### config.mk
export PLATFORM = sky130hd
export DESIGN_NAME = seg7_scan_decoder
export DESIGN_NICKNAME = d
export VERILOG_FILES = /design/src/rtl/seg7_scan_decoder.sv
export SDC_FILE = /design/constraint.sdc
export NUM_CORES = 1
export LEC_CHECK = 0
export BUFFER_PORTS_ARGS = -buffer_cell sky130_fd_sc_hd__buf_2
export CORE_ASPECT_RATIO = 1.75
export CORE_MARGIN = 8
export CORE_UTILIZATION = 55
export CTS_CLUSTER_DIAMETER = 200
export DETAILED_ROUTE_END_ITERATION = 16
export GPL_TIMING_DRIVEN = 0
export PLACE_DENSITY_LB_ADDON = 0.15
export SYNTH_ARGS = -nofsm -noshare
export SYNTH_HDL_FRONTEND = slang
export SYNTH_HIERARCHICAL = 1
export SYNTH_SLANG_ARGS = --single-unit
### constraint.sdc
create_clock -name clk -period 4.7 [get_ports clk]
set_input_delay 0.235 -clock clk [delete_from_list [all_inputs] [get_ports clk]]
set_output_delay 0.235 -clock clk [all_outputs]
set_load 0.1 [all_outputs]
### src/rtl/seg7_scan_decoder.sv
// -----------------------------------------------------------------------------
// seg7_scan_decoder
//
// Watches a multiplexed, active-low seven-segment display bus and recovers
// the hex digit shown on each digit position. A bus pattern is only captured
// once it has stayed unchanged for STABLE_CYCLES consecutive samples, so
// scan transitions and short glitches never reach the outputs.
//
// Parameters
//   DIGITS         number of multiplexed positions (1..8)
//   STABLE_CYCLES  identical consecutive samples needed before capture (>= 2)
//
// Ports
//   clk          system clock, rising edge
//   reset        synchronous, active-low reset
//   cathodes     segment lines a..g (bit 0 = a), active-low
//   dp           decimal-point line, active-low
//   anodes       digit enables, active-low, bit i = position i
//   digit_val    decoded nibble per position, position i at [4i+3:4i]
//   digit_dp     decimal point lit per position (1 = lit)
//   digit_ok     last capture of the position was a valid hex glyph
//   frame_valid  one-cycle pulse when every position has been captured
//   anode_err    sticky: a stable pattern had more than one anode low
//
// seg7_scan_decoder_chk holds the structural assertions for the decoder.
// -----------------------------------------------------------------------------

module seg7_scan_decoder_chk #(
  parameter int DIGITS = 4
) (
  input logic              clk,
  input logic              reset,
  input logic              capture,
  input logic [DIGITS-1:0] sel,
  input logic              frame_valid
);

  // A capture may only ever address exactly one digit position.
  a_capture_onehot: assert property (@(posedge clk) disable iff (!reset)
    capture |-> $onehot(sel));

  // Frame completion is a single-cycle pulse.
  a_frame_single: assert property (@(posedge clk) disable iff (!reset)
    frame_valid |=> !frame_valid);

endmodule

module seg7_scan_decoder #(
  parameter int DIGITS        = 4,
  parameter int STABLE_CYCLES = 4
) (
  input  logic                  clk,
  input  logic                  reset,
  input  logic [6:0]            cathodes,
  input  logic                  dp,
  input  logic [DIGITS-1:0]     anodes,
  output logic [4*DIGITS-1:0]   digit_val,
  output logic [DIGITS-1:0]     digit_dp,
  output logic [DIGITS-1:0]     digit_ok,
  output logic                  frame_valid,
  output logic                  anode_err
);

  localparam int SW = DIGITS + 8;
  localparam int CW = $clog2(STABLE_CYCLES);
  localparam logic [CW-1:0] CNT_TERM = CW'(STABLE_CYCLES - 1);
  // Count value from which the next identical sample completes the window.
  localparam logic [CW-1:0] CNT_PRE  = CW'(STABLE_CYCLES - 2);

  typedef enum logic [1:0] {
    ST_IDLE  = 2'd0,
    ST_TRACK = 2'd1,
    ST_HOLD  = 2'd2
  } state_e;

  // Maps an active-low g..a segment pattern to {valid, nibble}.
  // Anything outside the sixteen hex glyphs (blank included) is invalid.
  function automatic logic [4:0] glyph_decode(input logic [6:0] seg);
    logic [4:0] res;
    case (seg)
      7'b1000000: res = {1'b1, 4'h0};
      7'b1111001: res = {1'b1, 4'h1};
      7'b0100100: res = {1'b1, 4'h2};
      7'b0110000: res = {1'b1, 4'h3};
      7'b0011001: res = {1'b1, 4'h4};
      7'b0010010: res = {1'b1, 4'h5};
      7'b0000010: res = {1'b1, 4'h6};
      7'b1111000: res = {1'b1, 4'h7};
      7'b0000000: res = {1'b1, 4'h8};
      7'b0010000: res = {1'b1, 4'h9};
      7'b0001000: res = {1'b1, 4'hA};
      7'b0000011: res = {1'b1, 4'hB};
      7'b1000110: res = {1'b1, 4'hC};
      7'b0100001: res = {1'b1, 4'hD};
      7'b0000110: res = {1'b1, 4'hE};
      7'b0001110: res = {1'b1, 4'hF};
      default:    res = {1'b0, 4'h0};
    endcase
    return res;
  endfunction

  // Number of enabled (low) anode lines.
  function automatic logic [3:0] count_low(input logic [DIGITS-1:0] an);
    logic [3:0] n;
    n = 4'd0;
    for (int i = 0; i < DIGITS; i++) begin
      if (an[i] == 1'b0) begin
        n = n + 4'd1;
      end
    end
    return n;
  endfunction

  logic [SW-1:0]     sample_s;
  logic [SW-1:0]     held_r;
  logic              changed_s;
  logic [CW-1:0]     count_r;
  logic              at_pre_s;
  state_e            state_r;
  state_e            state_next_s;
  logic [3:0]        low_cnt_s;
  logic              one_low_s;
  logic              multi_low_s;
  logic [DIGITS-1:0] sel_s;
  logic [4:0]        glyph_s;
  logic              capture_s;
  logic              err_set_s;
  logic [DIGITS-1:0] seen_r;
  logic [DIGITS-1:0] seen_upd_s;
  logic              frame_done_s;

  logic [4*DIGITS-1:0] digit_val_r;
  logic [DIGITS-1:0]   digit_dp_r;
  logic [DIGITS-1:0]   digit_ok_r;
  logic                frame_valid_r;
  logic                anode_err_r;

  assign sample_s    = {anodes, dp, cathodes};
  assign changed_s   = (sample_s != held_r);
  assign at_pre_s    = (count_r == CNT_PRE);
  assign low_cnt_s   = count_low(sample_s[SW-1:8]);
  assign one_low_s   = (low_cnt_s == 4'd1);
  assign multi_low_s = (low_cnt_s > 4'd1);
  // With exactly one anode low this is a one-hot mask of the target position.
  assign sel_s       = ~sample_s[SW-1:8];
  assign glyph_s     = glyph_decode(sample_s[6:0]);

  // The seen bit set by this capture counts towards completing the frame.
  assign seen_upd_s   = seen_r | sel_s;
  assign frame_done_s = &seen_upd_s;

  assign digit_val   = digit_val_r;
  assign digit_dp    = digit_dp_r;
  assign digit_ok    = digit_ok_r;
  assign frame_valid = frame_valid_r;
  assign anode_err   = anode_err_r;

  // Held sample and stability counter: any change restarts the window.
  always_ff @(posedge clk) begin
    if (!reset) begin
      held_r  <= {SW{1'b1}};
      count_r <= {CW{1'b0}};
    end else if (changed_s) begin
      held_r  <= sample_s;
      count_r <= {CW{1'b0}};
    end else if (count_r != CNT_TERM) begin
      held_r  <= held_r;
      count_r <= count_r + CW'(1);
    end else begin
      held_r  <= held_r;
      count_r <= count_r;
    end
  end

  // FSM state register.
  always_ff @(posedge clk) begin
    if (!reset) begin
      state_r <= ST_IDLE;
    end else begin
      state_r <= state_next_s;
    end
  end

  // FSM next state: a bus change always wins over a pending capture.
  always_comb begin
    state_next_s = state_r;
    if (changed_s) begin
      if (one_low_s) begin
        state_next_s = ST_TRACK;
      end else begin
        state_next_s = ST_IDLE;
      end
    end else begin
      case (state_r)
        ST_IDLE: state_next_s = ST_IDLE;
        ST_TRACK: begin
          if (at_pre_s) begin
            state_next_s = ST_HOLD;
          end else begin
            state_next_s = ST_TRACK;
          end
        end
        ST_HOLD: state_next_s = ST_HOLD;
        default: state_next_s = ST_IDLE;
      endcase
    end
  end

  // FSM outputs: capture strobe in TRACK, error strobe for a stable multi-anode bus.
  always_comb begin
    capture_s = 1'b0;
    err_set_s = 1'b0;
    if (!changed_s && at_pre_s) begin
      case (state_r)
        ST_TRACK: capture_s = 1'b1;
        ST_IDLE:  err_set_s = multi_low_s;
        ST_HOLD:  capture_s = 1'b0;
        default: begin
          capture_s = 1'b0;
          err_set_s = 1'b0;
        end
      endcase
    end else begin
      capture_s = 1'b0;
      err_set_s = 1'b0;
    end
  end

  // Per-position capture registers, frame tracking and frame pulse.
  always_ff @(posedge clk) begin
    if (!reset) begin
      digit_val_r   <= {(4*DIGITS){1'b0}};
      digit_dp_r    <= {DIGITS{1'b0}};
      digit_ok_r    <= {DIGITS{1'b0}};
      seen_r        <= {DIGITS{1'b0}};
      frame_valid_r <= 1'b0;
    end else if (capture_s) begin
      for (int i = 0; i < DIGITS; i++) begin
        if (sel_s[i]) begin
          digit_val_r[4*i +: 4] <= glyph_s[3:0];
          digit_ok_r[i]         <= glyph_s[4];
          digit_dp_r[i]         <= ~sample_s[7];
        end else begin
          digit_val_r[4*i +: 4] <= digit_val_r[4*i +: 4];
          digit_ok_r[i]         <= digit_ok_r[i];
          digit_dp_r[i]         <= digit_dp_r[i];
        end
      end
      if (frame_done_s) begin
        seen_r <= {DIGITS{1'b0}};
      end else begin
        seen_r <= seen_upd_s;
      end
      frame_valid_r <= frame_done_s;
    end else begin
      digit_val_r   <= digit_val_r;
      digit_dp_r    <= digit_dp_r;
      digit_ok_r    <= digit_ok_r;
      seen_r        <= seen_r;
      frame_valid_r <= 1'b0;
    end
  end

  // Sticky multi-anode error flag; only reset clears it.
  always_ff @(posedge clk) begin
    if (!reset) begin
      anode_err_r <= 1'b0;
    end else if (err_set_s) begin
      anode_err_r <= 1'b1;
    end else begin
      anode_err_r <= anode_err_r;
    end
  end

  seg7_scan_decoder_chk #(
    .DIGITS (DIGITS)
  ) u_chk (
    .clk         (clk),
    .reset       (reset),
    .capture     (capture_s),
    .sel         (sel_s),
    .frame_valid (frame_valid_r)
  );

endmodule

-- Yosys cells after proc, flatten, opt, wreduce, memory -nomap -nowiden
Index checks and enable logic that the tools add are counted.
- output and inout port bits: 26
- register bits: 46
- logic and storage cells: 73
- input bits: 14
- $add $sub $neg: 4
- eq/ne operators: 21
- reduce and logical (&&, ||, !) cells: 11
- order comparisons: 1
- bitwise logic cells: 4
- muxes and demuxes: 14
- operators by type and width (kind ; number):
    $pmux 5 s16 ; 1
    $eq 7x7->1 const B ; 4
    $eq 7x5->1 const B ; 3
    $eq 7x6->1 const B ; 3
    $mux 4 ; 4
    $eq 7x2->1 const B ; 2
    $eq 7x4->1 const B ; 2
    $add 4x1->4 const B ; 3
    $ne 12x12->1 ; 1
    $reduce_and 2->1 ; 5
    $eq 7x3->1 const B ; 1
    $logic_not 7->1 ; 1
    $mux 1 ; 6
    $eq 2x2->1 const B ; 2
    $eq 4x1->1 const B ; 1
    $gt 4x1->1 const B ; 1
    $mux 2 ; 2
    $not 4->4 ; 1
    $or 4x4->4 ; 1
    $pmux 2 s2 ; 1
    $reduce_and 4->1 ; 1
    $add 2x1->2 const B ; 1
    $eq 2x1->1 const B ; 1
    $logic_not 2->1 ; 1
    other kinds (5) ; 6

-- Logic depth before layout (Yosys ltp)
Gate-level depths: netlist of run 1.
- word-level depth: 10
- gate-level depth with buffers: 9
- gate-level depth less buffers: 9

-- Least setup slack after synthesis of run 1
Ideal clock, no wire load.
- kind: register -> register
- from: reg held_r[6]
- to: reg seen_r[0]
- required time: 4.585 ns
- buffers on the path: 0
- data arrival time: 1.741 ns
- period minus slack after synthesis: 1.856 ns
- library setup time: 0.115 ns
- cell stages (with the launch flop): 6
- slack: 2.844 ns
- cell sequence: dfxtp_1 > xnor2_4 > nand4_4 > or3_4 > o41a_1 > o21a_1
- longest elaborated chain between the ends: 4
- ends and longest elaborated chain (element ; RTL line ; RTL):
    from (decl) ; 115 ; logic [SW-1:0] held_r;
    from (signal assigned) ; 161 ; held_r <= {SW{1'b1}};
    from (signal assigned) ; 164 ; held_r <= sample_s;
    from (signal assigned) ; 167 ; held_r <= held_r;
    $ne 12x12->1 ; 139 ; assign changed_s = (sample_s != held_r);
    $logic_not 1->1 ; 213 ; if (!changed_s && at_pre_s) begin
    $logic_and 1x1->1 ; 213 ;
    $mux 1 ; 213 ;
    to (signal assigned) ; 235 ; seen_r <= {DIGITS{1'b0}};
    to (signal assigned) ; 250 ; seen_r <= {DIGITS{1'b0}};
    to (signal assigned) ; 252 ; seen_r <= seen_upd_s;
    to (decl) ; 128 ; logic [DIGITS-1:0] seen_r;
Every way passes these cells.
A chain may end at the register's enable or synchronous reset.

-- Worst setup path in the final report of run 1
- from: reg held_r[1]
- to: reg seen_r[2]
Same word-level chain as after synthesis.

==> results_tabular.tex, run 1 <==
\begin{tabular}{lr}
\hline
Metric & Value \\
\hline
\multicolumn{2}{l}{\textbf{Synthesis}} \\
\quad Synth async-reset ratio & 0\% \\
\quad Combinational family with the most area after synthesis & simple AND/OR/NAND/NOR gates \\
\quad Cells taking the most area after synthesis & sky130\_fd\_sc\_hd\_\_dfxtp\_1 40\%, sky130\_fd\_sc\_hd\_\_ha\_1 4.9\%, sky130\_fd\_sc\_hd\_\_nor2\_1 4.7\% \\
\quad Yosys warns & 6 \\
\quad Number of synthesized register bits & 46 \\
\quad Synthesized-area fraction occupied by and/or/nand/nor cells & approximately a quarter \\
\quad Fraction of synthesized cell area taken by the top area cell type & just under 40\% \\
\quad Post-Synth XOR/XNOR Area & 9.33\% \\
\quad Synthesized area per cell & 9.63 sq um \\
\quad Post-synthesis sequential area ratio & between 30\% and 40\% \\
\quad Mux contribution to synthesized area & about 3.5\% \\
\quad Synthesized-area fraction occupied by ao, oa, aoi and oai cells & about 14\% \\
\quad Synthesized instance count & around 240 \\
\quad Post-synth top area cell & sky130\_fd\_sc\_hd\_\_dfxtp\_1 \\
\quad Number of nets produced by synthesis & roughly 260 \\
\quad Synthesized area & 0.00232 sq mm \\
\quad Commonest register cell after synthesis & sky130\_fd\_sc\_hd\_\_dfxtp\_1 \\
\quad Adder-cell share of the synthesized area & around 4.9\% \\
\quad EDFF count, synth & 0 \\
\quad Unique cell type count in the Yosys netlist & 42 \\
\quad Most frequently used cell type in the post-synthesis netlist & sky130\_fd\_sc\_hd\_\_dfxtp\_1 \\
\quad Synth top cells by count & 46 x sky130\_fd\_sc\_hd\_\_dfxtp\_1, 29 x sky130\_fd\_sc\_hd\_\_nor2\_1, 15 x sky130\_fd\_sc\_hd\_\_nand2\_1 \\
\multicolumn{2}{l}{\textbf{Routing}} \\
\quad Average wire per cell in the routed design & 15.9 microns \\
\quad Number of design-rule violations left by the first detailed-router iteration & 60 \\
\quad Number of search-and-repair iterations in the first detailed-routing pass & 4 \\
\quad Vias per Instance & 5.53 \\
\quad Via count & $\sim$1,800 \\
\quad Final WL & 5310 microns \\
\quad Detailed-route DRC error count & 0 \\
\quad Antenna viol nets, final & 0 \\
\multicolumn{2}{l}{\textbf{Die}} \\
\quad Ports & 40 \\
\quad Area of the core region & between 0.004 and 0.005 sq mm \\
\quad Die ar. & around 0.0066 sq mm \\
\quad Die boundary height & about 100 microns \\
\quad Initial core utilization & between 50 and 60\% \\
\quad Cell row count & 31 \\
\quad Chip width & 65.1 microns \\
\multicolumn{2}{l}{\textbf{STA}} \\
\quad Setup\_tns & 0 ns \\
\quad Top achievable clock speed & 508 MHz \\
\quad Hold Violations, Final & 0 \\
\quad Post-route clock period utilization & about two fifths \\
\quad Clock Skews & between 0.01 and 0.015 ns \\
\quad Worst setup margin & approximately 2.7 ns \\
\quad RSZ-0062 raised after global routing & false \\
\quad Worst Hold Slack & $\sim$0.15 ns \\
\quad Pins Over Slew Limit & 0 \\
\quad Worst-Margin Slew & between 0.6 and 0.7 ns \\
\quad Worst rel slew slack & about three fifths \\
\quad Final setup violating endpoints & 0 \\
\quad Final period demand of the worst path & 1.97 ns \\
\multicolumn{2}{l}{\textbf{Finish}} \\
\quad Area taken by flip-flops and latches & just over 900 sq um \\
\quad Final nets & a little over 300 \\
\quad Footprint of the multi-input gates & $\sim$0.0013 sq mm \\
\quad Count of filler cells inserted in the layout & 387 \\
\quad Fraction of layout cells with a size suffix above 1 & a little over a fifth \\
\quad Final standard cell area without fillers & 0.00265 sq mm \\
\quad ANT cells & 0 \\
\quad Core utilization of the finished layout & 64.4\% \\
\quad Post-route non-filler standard cell count & about 330 \\
\quad Area growth from synthesis to final layout & 14.1\% \\
\multicolumn{2}{l}{\textbf{CTS}} \\
\quad Cells resized by post-CTS repair & 0 \\
\quad Number of clock buffers inserted by TritonCTS & 5 \\
\quad Buffers from clock root to sink, at most & 2 \\
\quad Root cell of the clock tree & sky130\_fd\_sc\_hd\_\_clkbuf\_8 \\
\quad Clock insertion delay at the later pin of the skew report & 0.31 ns \\
\quad Clock tree from TritonCTS & done \\
\quad Number of hold-repair buffers added at the cts stage & 0 \\
\quad Level count of the clock H-tree & 2 \\
\quad Clock edge transition at the registers on the reported setup and hold paths & roughly 0.1 ns \\
\quad Num Clock Sinks & 46 \\
\quad Setup Fix Bufs, Post-CTS & 0 \\
\multicolumn{2}{l}{\textbf{Worst setup path}} \\
\quad Crit Path Class & reg2reg \\
\quad Crit. End Element & register \\
\quad Startpoint kind of the worst setup timing path & register \\
\quad Largest fanout on the critical path & 6 \\
\quad Critical Path AT & approximately 2.2 ns \\
\quad Data required, critical path & between 4 and 5 ns \\
\multicolumn{2}{l}{\textbf{Global route}} \\
\quad GRT Util Overall & 17.6\% \\
\quad Number of antenna violations at the first check in global routing & 0 \\
\quad Number of global-route vias before repair & $\sim$1,900 \\
\quad Wire length of the first global-routing pass & approximately 9100 microns \\
\quad Total grt overflow & 0 \\
\quad Largest net degree at the start of global routing & 16 \\
\multicolumn{2}{l}{\textbf{Power}} \\
\quad Sum of internal, switching and leakage power & 0.742 mW \\
\quad Power density over the cells & 280 mW/mm\^{}2 \\
\quad Cell leakage power & around 1.1 nW \\
\quad Worst ir drop on vdd & between 200 and 250 uV \\
\multicolumn{2}{l}{\textbf{Outcome}} \\
\quad Outcome & finished clean \\
\multicolumn{2}{l}{\textbf{Placed design}} \\
\quad Dpl cells & between 300 and 400 \\
\quad HPWL after detailed placement & between 4000 and 5000 microns \\
\quad Minimum setup slack after placement & between 2 and 3 ns \\
\quad Routability congestion estimate from global placement & 0.963 \\
\quad Count of buffers from port buffering & 35 \\
\quad Post-place instance area & approximately 0.0026 sq mm \\
\multicolumn{2}{l}{\textbf{Job}} \\
\quad Max-cap violations & 0 \\
\multicolumn{2}{l}{\textbf{Min path}} \\
\quad Hold crit path type & in2reg \\
\hline
\end{tabular}
## worst max-delay path: stages (launching register included)
cell and delay, ns:
sky130_fd_sc_hd__dfxtp_1 0.32, sky130_fd_sc_hd__xnor2_1 0.24, sky130_fd_sc_hd__nand4_4 0.24, sky130_fd_sc_hd__or3_4 0.45, sky130_fd_sc_hd__o41a_1 0.48, sky130_fd_sc_hd__o21a_1 0.13
## kinds of logic after synthesis
family | after synthesis
buf+inv | 23
simple gates | 88
mux | 8
flops | 46
xor+xnor | 17
fa+ha+maj | 9
compound gates | 50
## final cells by class
cell class / instances / share of cell area (%)
multi-input combinational: 172 / 48.6
clock buffer: 5 / 2.60
timing repair buffer: 35 / 6.62
inverter: 12 / 1.70
tap: 49 / 2.32
clock inverter: 3 / 0.803
buffer: 11 / 2.55
sequential: 46 / 34.8
## power breakdown
part           internal (mW)  switching [mW]
Sequential             0.396         0.00409
Combinational         0.0381          0.0559
Clock                  0.105           0.143
## flip-flops by register name, indices dropped and copies added, names as in the netlist
register,count
digit_dp,4
held_r,12
digit_ok,4
frame_valid,1
count_r,2
digit_val,16
anode_err,1
seen_r,4
state_r,2
## layer usage
| layer | vias up | track usage (%) | share of wire (%) |
|---|---|---|---|
| li1 | 928 | - | - |
| met1 | 859 | 17.9 | 38 |
| met2 | 49 | 33.4 | 56 |
| met3 | 7 | 4.39 | 4.5 |
| met4 | 0 | 6.08 | 1.2 |
| met5 | - | 0 | 0 |
## path summary, 6_finish.rpt
path                             startpoint        end  slack (ns)  cells past startpoint
worst max register to register    held_r[1]  seen_r[2]        2.73                      5
worst max-delay path              held_r[1]  seen_r[2]        2.73                      5
worst min-delay path            cathodes[2]  held_r[2]        0.15                      2
worst min register to register    seen_r[3]  seen_r[3]        0.47                      1
## cell usage in the layout, fill, tap and decap left out, types with 4 or more instances in the layout
cell type                  netlist  final
sky130_fd_sc_hd__nor2_1         29     29
sky130_fd_sc_hd__xnor2_1         9      9
sky130_fd_sc_hd__nand2_1        15     15
sky130_fd_sc_hd__a211oi_1        9      9
sky130_fd_sc_hd__clkbuf_1        7      7
sky130_fd_sc_hd__nor3_1          7      7
sky130_fd_sc_hd__dfxtp_1        46     46
sky130_fd_sc_hd__ha_1            9      9
sky130_fd_sc_hd__o21ai_0        14     14
sky130_fd_sc_hd__xnor2_2         4      4
sky130_fd_sc_hd__nand2b_1        9      9
sky130_fd_sc_hd__mux2i_1         8      8
sky130_fd_sc_hd__o21a_1          4      4
sky130_fd_sc_hd__a21oi_1        12     12
sky130_fd_sc_hd__inv_1          11     11
sky130_fd_sc_hd__buf_2           0     35
sky130_fd_sc_hd__nor3b_1         6      6
sky130_fd_sc_hd__clkbuf_8        0      5
Power figures use the tool's default switching activity.
==> run 2: changes to the inputs <==
==> constraint.sdc (replaced) <==
create_clock -name clk -period 1.89 [get_ports clk]
set_input_delay 0.0945 -clock clk [delete_from_list [all_inputs] [get_ports clk]]
set_output_delay 0.0945 -clock clk [all_outputs]
set_load 0.1 [all_outputs]
==> run 2 against run 1 <==
Effect of this change:
- critical path depth grew 2
- sequential share of layout area shrank 1.8 points
- maximum frequency grew 10%
- largest power group unchanged
==> results_tabular.tex, run 2 (same netlist as run 1, synthesis figures left out) <==
\begin{tabular}{lr}
\hline
Metric & Value \\
\hline
\multicolumn{2}{l}{\textbf{CTS}} \\
\quad Buffers from clock root to sink, at most & 2 \\
\quad Number of clock buffers inserted by TritonCTS & 5 \\
\quad Clock edge transition at the registers on the reported setup and hold paths & approximately 0.09 ns \\
\quad Num Clock Sinks & 46 \\
\quad Clock insertion delay at the later pin of the skew report & roughly 0.3 ns \\
\quad Root cell of the clock tree & sky130\_fd\_sc\_hd\_\_clkbuf\_8 \\
\quad Level count of the clock H-tree & 2 \\
\quad Clock tree from TritonCTS & done \\
\quad Number of hold-repair buffers added at the cts stage & 0 \\
\multicolumn{2}{l}{\textbf{Min path}} \\
\quad Hold Path Depth & 2 \\
\quad Min-delay src & cathodes[2] \\
\quad Hold crit path type & in2reg \\
\quad Worst-case hold path end point & held\_r[2] \\
\multicolumn{2}{l}{\textbf{STA}} \\
\quad Worst rel slew slack & 67.0\% \\
\quad Top achievable clock speed & around 560 MHz \\
\quad Post-route clock period utilization & 94.5\% \\
\quad Final period demand of the worst path & 1.79 ns \\
\quad Hold Violations, Final & 0 \\
\quad Clock Skews & approximately 0.0074 ns \\
\quad Final setup violating endpoints & 0 \\
\quad Worst-Margin Slew & approximately 0.49 ns \\
\quad RSZ-0062 raised after global routing & false \\
\quad Pins Over Slew Limit & 0 \\
\multicolumn{2}{l}{\textbf{Worst setup path}} \\
\quad Worst flop-to-flop path endpoint & digit\_dp[2] \\
\quad Flop2flop setup slack & between 0.1 and 0.15 ns \\
\quad Startpoint kind of the worst setup timing path & register \\
\quad Critical Path AT & 1.97 ns \\
\quad Largest fanout on the critical path & 8 \\
\quad Crit. End Element & register \\
\quad Number of cell instances on the worst register-to-register path & 7 \\
\quad Crit Path Class & reg2reg \\
\quad Data required, critical path & between 2 and 2.5 ns \\
\quad Startpoint of the worst register-to-register path & held\_r[0] \\
\multicolumn{2}{l}{\textbf{Die}} \\
\quad Die ar. & 0.00664 sq mm \\
\quad Cell row count & 31 \\
\quad Area of the core region & about 0.0041 sq mm \\
\quad Initial core utilization & a little under three fifths \\
\quad Die boundary height & 102 microns \\
\quad Chip width & roughly 65 microns \\
\quad Ports & 40 \\
\multicolumn{2}{l}{\textbf{Routing}} \\
\quad Via count & roughly 1,900 \\
\quad Detailed-route DRC error count & 0 \\
\quad Number of design-rule violations left by the first detailed-router iteration & 82 \\
\quad Final WL & 5620 microns \\
\quad Average wire per cell in the routed design & between 15 and 20 microns \\
\quad Antenna viol nets, final & 0 \\
\quad Vias per Instance & about 5.5 \\
\quad Number of search-and-repair iterations in the first detailed-routing pass & 4 \\
\multicolumn{2}{l}{\textbf{Placed design}} \\
\quad HPWL after detailed placement & 4060 microns \\
\quad Routability congestion estimate from global placement & 0.963 \\
\quad Post-place instance area & 0.00256 sq mm \\
\quad Count of buffers from port buffering & 35 \\
\multicolumn{2}{l}{\textbf{Finish}} \\
\quad Core utilization of the finished layout & about two thirds \\
\quad Area growth from synthesis to final layout & 20.5\% \\
\quad Leading cell types in the layout, fill and taps excluded & 44 x sky130\_fd\_sc\_hd\_\_dfxtp\_1, 35 x sky130\_fd\_sc\_hd\_\_buf\_2, 29 x sky130\_fd\_sc\_hd\_\_nor2\_1, 15 x sky130\_fd\_sc\_hd\_\_buf\_4 \\
\quad Largest register FFs & 16 \\
\quad Fraction of layout cells with a size suffix above 1 & roughly 29\% \\
\quad ANT cells & 0 \\
\quad Final nets & between 300 and 400 \\
\quad Final standard cell area without fillers & approximately 0.0028 sq mm \\
\quad Leading cell type in the layout, fill and taps excluded & sky130\_fd\_sc\_hd\_\_dfxtp\_1 \\
\multicolumn{2}{l}{\textbf{Global route}} \\
\quad Wire length of the first global-routing pass & around 9500 microns \\
\quad Largest net degree at the start of global routing & 16 \\
\quad Number of global-route vias before repair & just under 2,000 \\
\quad GRT Util Overall & between 15 and 20\% \\
\quad Total grt overflow & 0 \\
\quad Number of antenna violations at the first check in global routing & 0 \\
\multicolumn{2}{l}{\textbf{Power}} \\
\quad Power density over the cells & 668 mW/mm\^{}2 \\
\quad Cell leakage power & around 1.2 nW \\
\quad Sum of internal, switching and leakage power & roughly 1.9 mW \\
\quad Worst ir drop on vdd & 579 uV \\
\multicolumn{2}{l}{\textbf{Job}} \\
\quad Max-cap violations & 0 \\
\multicolumn{2}{l}{\textbf{Outcome}} \\
\quad Outcome & finished clean \\
\hline
\end{tabular}
## run 2: metal layers
layer / vias to the layer above / wire length, microns / global-route usage [%]
li1: 956 / - / -
met1: 881 / 2140 / 18.6
met2: 48 / 3100 / 33.9
met3: 17 / 243 / 4.72
met4: 0 / 137 / 7.77
met5: - / 0 / 0
## run 2: worst max-delay path by stage
stage,end,startpoint,slack [ns],cells past startpoint
2_1_floorplan,seen_r[2],held_r[6],0.03,5
3_3_place_gp,digit_ok[3],cathodes[3],-0.1,7
3_5_place_dp,digit_ok[1],cathodes[3],-0.1,7
4_1_cts,digit_dp[2],held_r[4],-0.02,6
5_1_grt,digit_dp[2],held_r[7],0.002,7
6_report,digit_dp[2],held_r[0],0.10,7
## run 2: through the flow
step                TNS, ns  setup WS [ns]  hold slack [ns]  instances
detailed placement   -0.723        -0.0973            0.332        325
CTS                 -0.0202        -0.0202           0.0130        343
finish                    0          0.104           0.0122        347
floorplan                 0         0.0342            0.168        241
global route              0        0.00208           0.0243        347
global placement     -0.628        -0.0985            0.324        325
## run 2: worst max-delay path, stage by stage, from the launching register on
cell and delay [ns]:
sky130_fd_sc_hd__dfxtp_1 0.32, sky130_fd_sc_hd__xnor2_1 0.24, sky130_fd_sc_hd__nand4_4 0.17, sky130_fd_sc_hd__buf_4 0.19, sky130_fd_sc_hd__nor4_4 0.25, sky130_fd_sc_hd__buf_4 0.22
sky130_fd_sc_hd__mux2i_1 0.22, sky130_fd_sc_hd__nor2_1 0.05
## run 2: repair_timing
action	in CTS	in global routing
endpoints found under the setup margin	12	32
buffers inserted	10	4
pin swaps	4	4
gates cloned	0	0
resized for setup	4	6
## run 2: area by class of cell
class	count	area, sq um
plain buffers	11	67.6
clock buffers	5	68.8
clock inverters	3	21.3
fillers	366	1310
inverters	12	45.0
multi-input cells	172	1330
flip-flops and latches	46	923
well taps	49	61.3
repair buffers	49	280
## run 2: where the power goes
group / total (mW) / leakage [nW] / internal (mW) / switching (mW)
clock network: 0.615 / 0.0441 / 0.260 / 0.354
registers: 0.996 / 0.374 / 0.985 / 0.0114
logic: 0.257 / 0.768 / 0.111 / 0.146
total: 1.87 / 1.19 / 1.36 / 0.512
==> run 3: changes to the inputs <==
--- a/config.mk
+++ b/config.mk
@@ -6,13 +6,16 @@
 export NUM_CORES = 1
 export LEC_CHECK = 0
 export BUFFER_PORTS_ARGS = -buffer_cell sky130_fd_sc_hd__buf_2
+export CELL_PAD_IN_SITES_DETAIL_PLACEMENT = 0
+export CELL_PAD_IN_SITES_GLOBAL_PLACEMENT = 1
 export CORE_ASPECT_RATIO = 1.75
 export CORE_MARGIN = 8
-export CORE_UTILIZATION = 55
+export CORE_UTILIZATION = 42
 export CTS_CLUSTER_DIAMETER = 200
 export DETAILED_ROUTE_END_ITERATION = 16
 export GPL_TIMING_DRIVEN = 0
 export PLACE_DENSITY_LB_ADDON = 0.15
+export SKIP_CTS_REPAIR_TIMING = 1
 export SYNTH_ARGS = -nofsm -noshare
 export SYNTH_HDL_FRONTEND = slang
 export SYNTH_HIERARCHICAL = 1
==> run 3 against run 2 <==
Effect of this change:
- via count down 1.3%
- sequential power about the same
- critical path depth decreased by 2
- clock power increased by 21%
- non-clock buffer count is 6 lower
- design area increased by 1.1%
- sequential share of layout area down 0.31 points
- worst hold slack improved by 0.0076 ns
- critical path type unchanged
- highest routed layer unchanged
==> results_tabular.tex, run 3 (same netlist as run 1, synthesis figures left out) <==
\begin{tabular}{lr}
\hline
Metric & Value \\
\hline
\multicolumn{2}{l}{\textbf{Outcome}} \\
\quad Outcome & finished clean \\
\multicolumn{2}{l}{\textbf{STA}} \\
\quad Final setup violating endpoints & 0 \\
\quad Worst rel slew slack & roughly two thirds \\
\quad Top achievable clock speed & around 540 MHz \\
\quad Worst Hold Slack & roughly 0.020 ns \\
\quad Pins Over Slew Limit & 0 \\
\quad RSZ-0062 raised after global routing & true \\
\quad Worst setup margin & 0.0437 ns \\
\quad Setup\_tns & 0 ns \\
\quad Final period demand of the worst path & around 1.8 ns \\
\quad Hold Violations, Final & 0 \\
\quad Worst-Margin Slew & 0.520 ns \\
\quad Post-route clock period utilization & 97.7\% \\
\quad Clock Skews & between 0.003 and 0.004 ns \\
\multicolumn{2}{l}{\textbf{Placed design}} \\
\quad Minimum setup slack after placement & -0.170 ns \\
\quad Post-place instance area & between 0.002 and 0.003 sq mm \\
\quad Count of buffers from port buffering & 35 \\
\quad Routability congestion estimate from global placement & $\sim$0.9 \\
\quad Dpl cells & about 350 \\
\quad HPWL after detailed placement & $\sim$4400 microns \\
\multicolumn{2}{l}{\textbf{Worst setup path}} \\
\quad Crit. End Element & register \\
\quad Critical Path AT & 2.04 ns \\
\quad Worst stage delay on the critical path & 0.48 ns \\
\quad Largest fanout on the critical path & 6 \\
\quad Data required, critical path & approximately 2.1 ns \\
\quad CP Cell Sequence & xnor2\_4 > nand4\_4 > or3\_4 > o41a\_1 > o21a\_1 \\
\quad Startpoint kind of the worst setup timing path & register \\
\quad Slowest library cell on the worst path & sky130\_fd\_sc\_hd\_\_or3\_4 \\
\quad Crit Path Class & reg2reg \\
\multicolumn{2}{l}{\textbf{Power}} \\
\quad Power Internal & about 1.5 mW \\
\quad Sum of internal, switching and leakage power & approximately 2 mW \\
\quad Cell leakage power & 1.18 nW \\
\quad Power density over the cells & 705 mW/mm\^{}2 \\
\quad Gate power share & between 10\% and 20\% \\
\quad Proportion of total power due to net switching & about a quarter \\
\quad Worst ir drop on vdd & roughly 360 uV \\
\quad Clock power share & about 37\% \\
\quad Sequential group share of total power & 50.0\% \\
\quad Sw power & approximately 0.5 mW \\
\multicolumn{2}{l}{\textbf{Finish}} \\
\quad Area growth from synthesis to final layout & 21.8\% \\
\quad Fraction of layout cells with a size suffix above 1 & 28.4\% \\
\quad Leading cell type in the layout, fill and taps excluded & sky130\_fd\_sc\_hd\_\_dfxtp\_1 \\
\quad Largest register FFs & 16 \\
\quad Final standard cell area without fillers & approximately 0.0028 sq mm \\
\quad ANT cells & 0 \\
\quad Leading cell types in the layout, fill and taps excluded & 43 x sky130\_fd\_sc\_hd\_\_dfxtp\_1, 35 x sky130\_fd\_sc\_hd\_\_buf\_2, 29 x sky130\_fd\_sc\_hd\_\_nor2\_1, 14 x sky130\_fd\_sc\_hd\_\_nand2\_1, 14 x sky130\_fd\_sc\_hd\_\_o21ai\_0 \\
\quad Post-route non-filler standard cell count & about 370 \\
\quad Count of filler cells inserted in the layout & 535 \\
\quad Core utilization of the finished layout & between 50\% and 60\% \\
\quad Final nets & between 300 and 400 \\
\multicolumn{2}{l}{\textbf{Routing}} \\
\quad Number of design-rule violations left by the first detailed-router iteration & 85 \\
\quad Met3 wire len & approximately 140 microns \\
\quad Via count & $\sim$1,900 \\
\quad Final WL & approximately 5700 microns \\
\quad Wl on met1 & $\sim$2200 microns \\
\quad Antenna viol nets, final & 0 \\
\quad Number of search-and-repair iterations in the first detailed-routing pass & 5 \\
\quad Met2 wire length & about 3200 microns \\
\quad Vias per Instance & about 5.1 \\
\quad DR top layer & met4 \\
\quad Detailed-route DRC error count & 0 \\
\quad Average wire per cell in the routed design & approximately 16 microns \\
\multicolumn{2}{l}{\textbf{Die}} \\
\quad Initial core utilization & between 40\% and 50\% \\
\quad Die ar. & between 0.008 and 0.009 sq mm \\
\quad Ports & 40 \\
\quad Chip width & roughly 72 microns \\
\quad Die boundary height & around 110 microns \\
\quad Area of the core region & 0.00545 sq mm \\
\quad Cell row count & 36 \\
\multicolumn{2}{l}{\textbf{CTS}} \\
\quad Buffers from clock root to sink, at most & 2 \\
\quad Level count of the clock H-tree & 2 \\
\quad Clock tree from TritonCTS & done \\
\quad Clock edge transition at the registers on the reported setup and hold paths & about 0.09 ns \\
\quad Clock insertion delay at the later pin of the skew report & approximately 0.3 ns \\
\quad Num Clock Sinks & 46 \\
\quad Root cell of the clock tree & sky130\_fd\_sc\_hd\_\_clkbuf\_8 \\
\quad Number of clock buffers inserted by TritonCTS & 5 \\
\multicolumn{2}{l}{\textbf{Global route}} \\
\quad Total grt overflow & 0 \\
\quad GRT Util Overall & between 10\% and 20\% \\
\quad Number of global-route vias before repair & 1,883 \\
\quad Wire length of the first global-routing pass & just over 9000 microns \\
\quad Number of antenna violations at the first check in global routing & 0 \\
\quad Largest net degree at the start of global routing & 16 \\
\multicolumn{2}{l}{\textbf{Min path}} \\
\quad Hold crit path type & in2reg \\
\multicolumn{2}{l}{\textbf{Job}} \\
\quad Max-cap violations & 0 \\
\hline
\end{tabular}
run 3: power by group through the flow:
stage	logic [mW]	registers [mW]	clock network [mW]
floorplan	0.178	1.02	0
CTS	0.236	0.995	0.766
global placement	0.234	1.02	0
finish	0.250	0.997	0.745
global route	0.275	0.999	0.800
detailed placement	0.235	1.02	0
run 3: final timing paths:
check | from | end | slack, ns | depth (start not counted)
max | held_r[6] | seen_r[3] | 0.04 | 5
min | cathodes[2] | held_r[2] | 0.02 | 2
max reg2reg | held_r[6] | seen_r[3] | 0.04 | 5
min reg2reg | seen_r[0] | seen_r[0] | 0.48 | 1
run 3: worst max-delay path: cells and delay by family, from the launching register on:
kind,cells,cell delay (ns)
and+or+nand+nor,2,0.69
xor gates and xnor gates,1,0.18
AOI/OAI and AO/OA,2,0.53
DFF,1,0.35
run 3: layout make-up:
class	count	area, sq um	area share (%)
Multi-Input combinational cell	172	1350	47.7
Sequential cell	46	925	32.7
Timing Repair Buffer	43	235	8.32
Tap cell	76	95.1	3.36
Clock buffer	5	68.8	2.43
Buffer	11	67.6	2.39
Inverter	12	45.0	1.59
Clock inverter	3	43.8	1.55
run 3: routing by layer:
metal	global-route usage, %	vias up
met5	0	-
met4	7.41	0
met3	1.84	14
met2	26.8	46
met1	14.1	879
li1	-	939
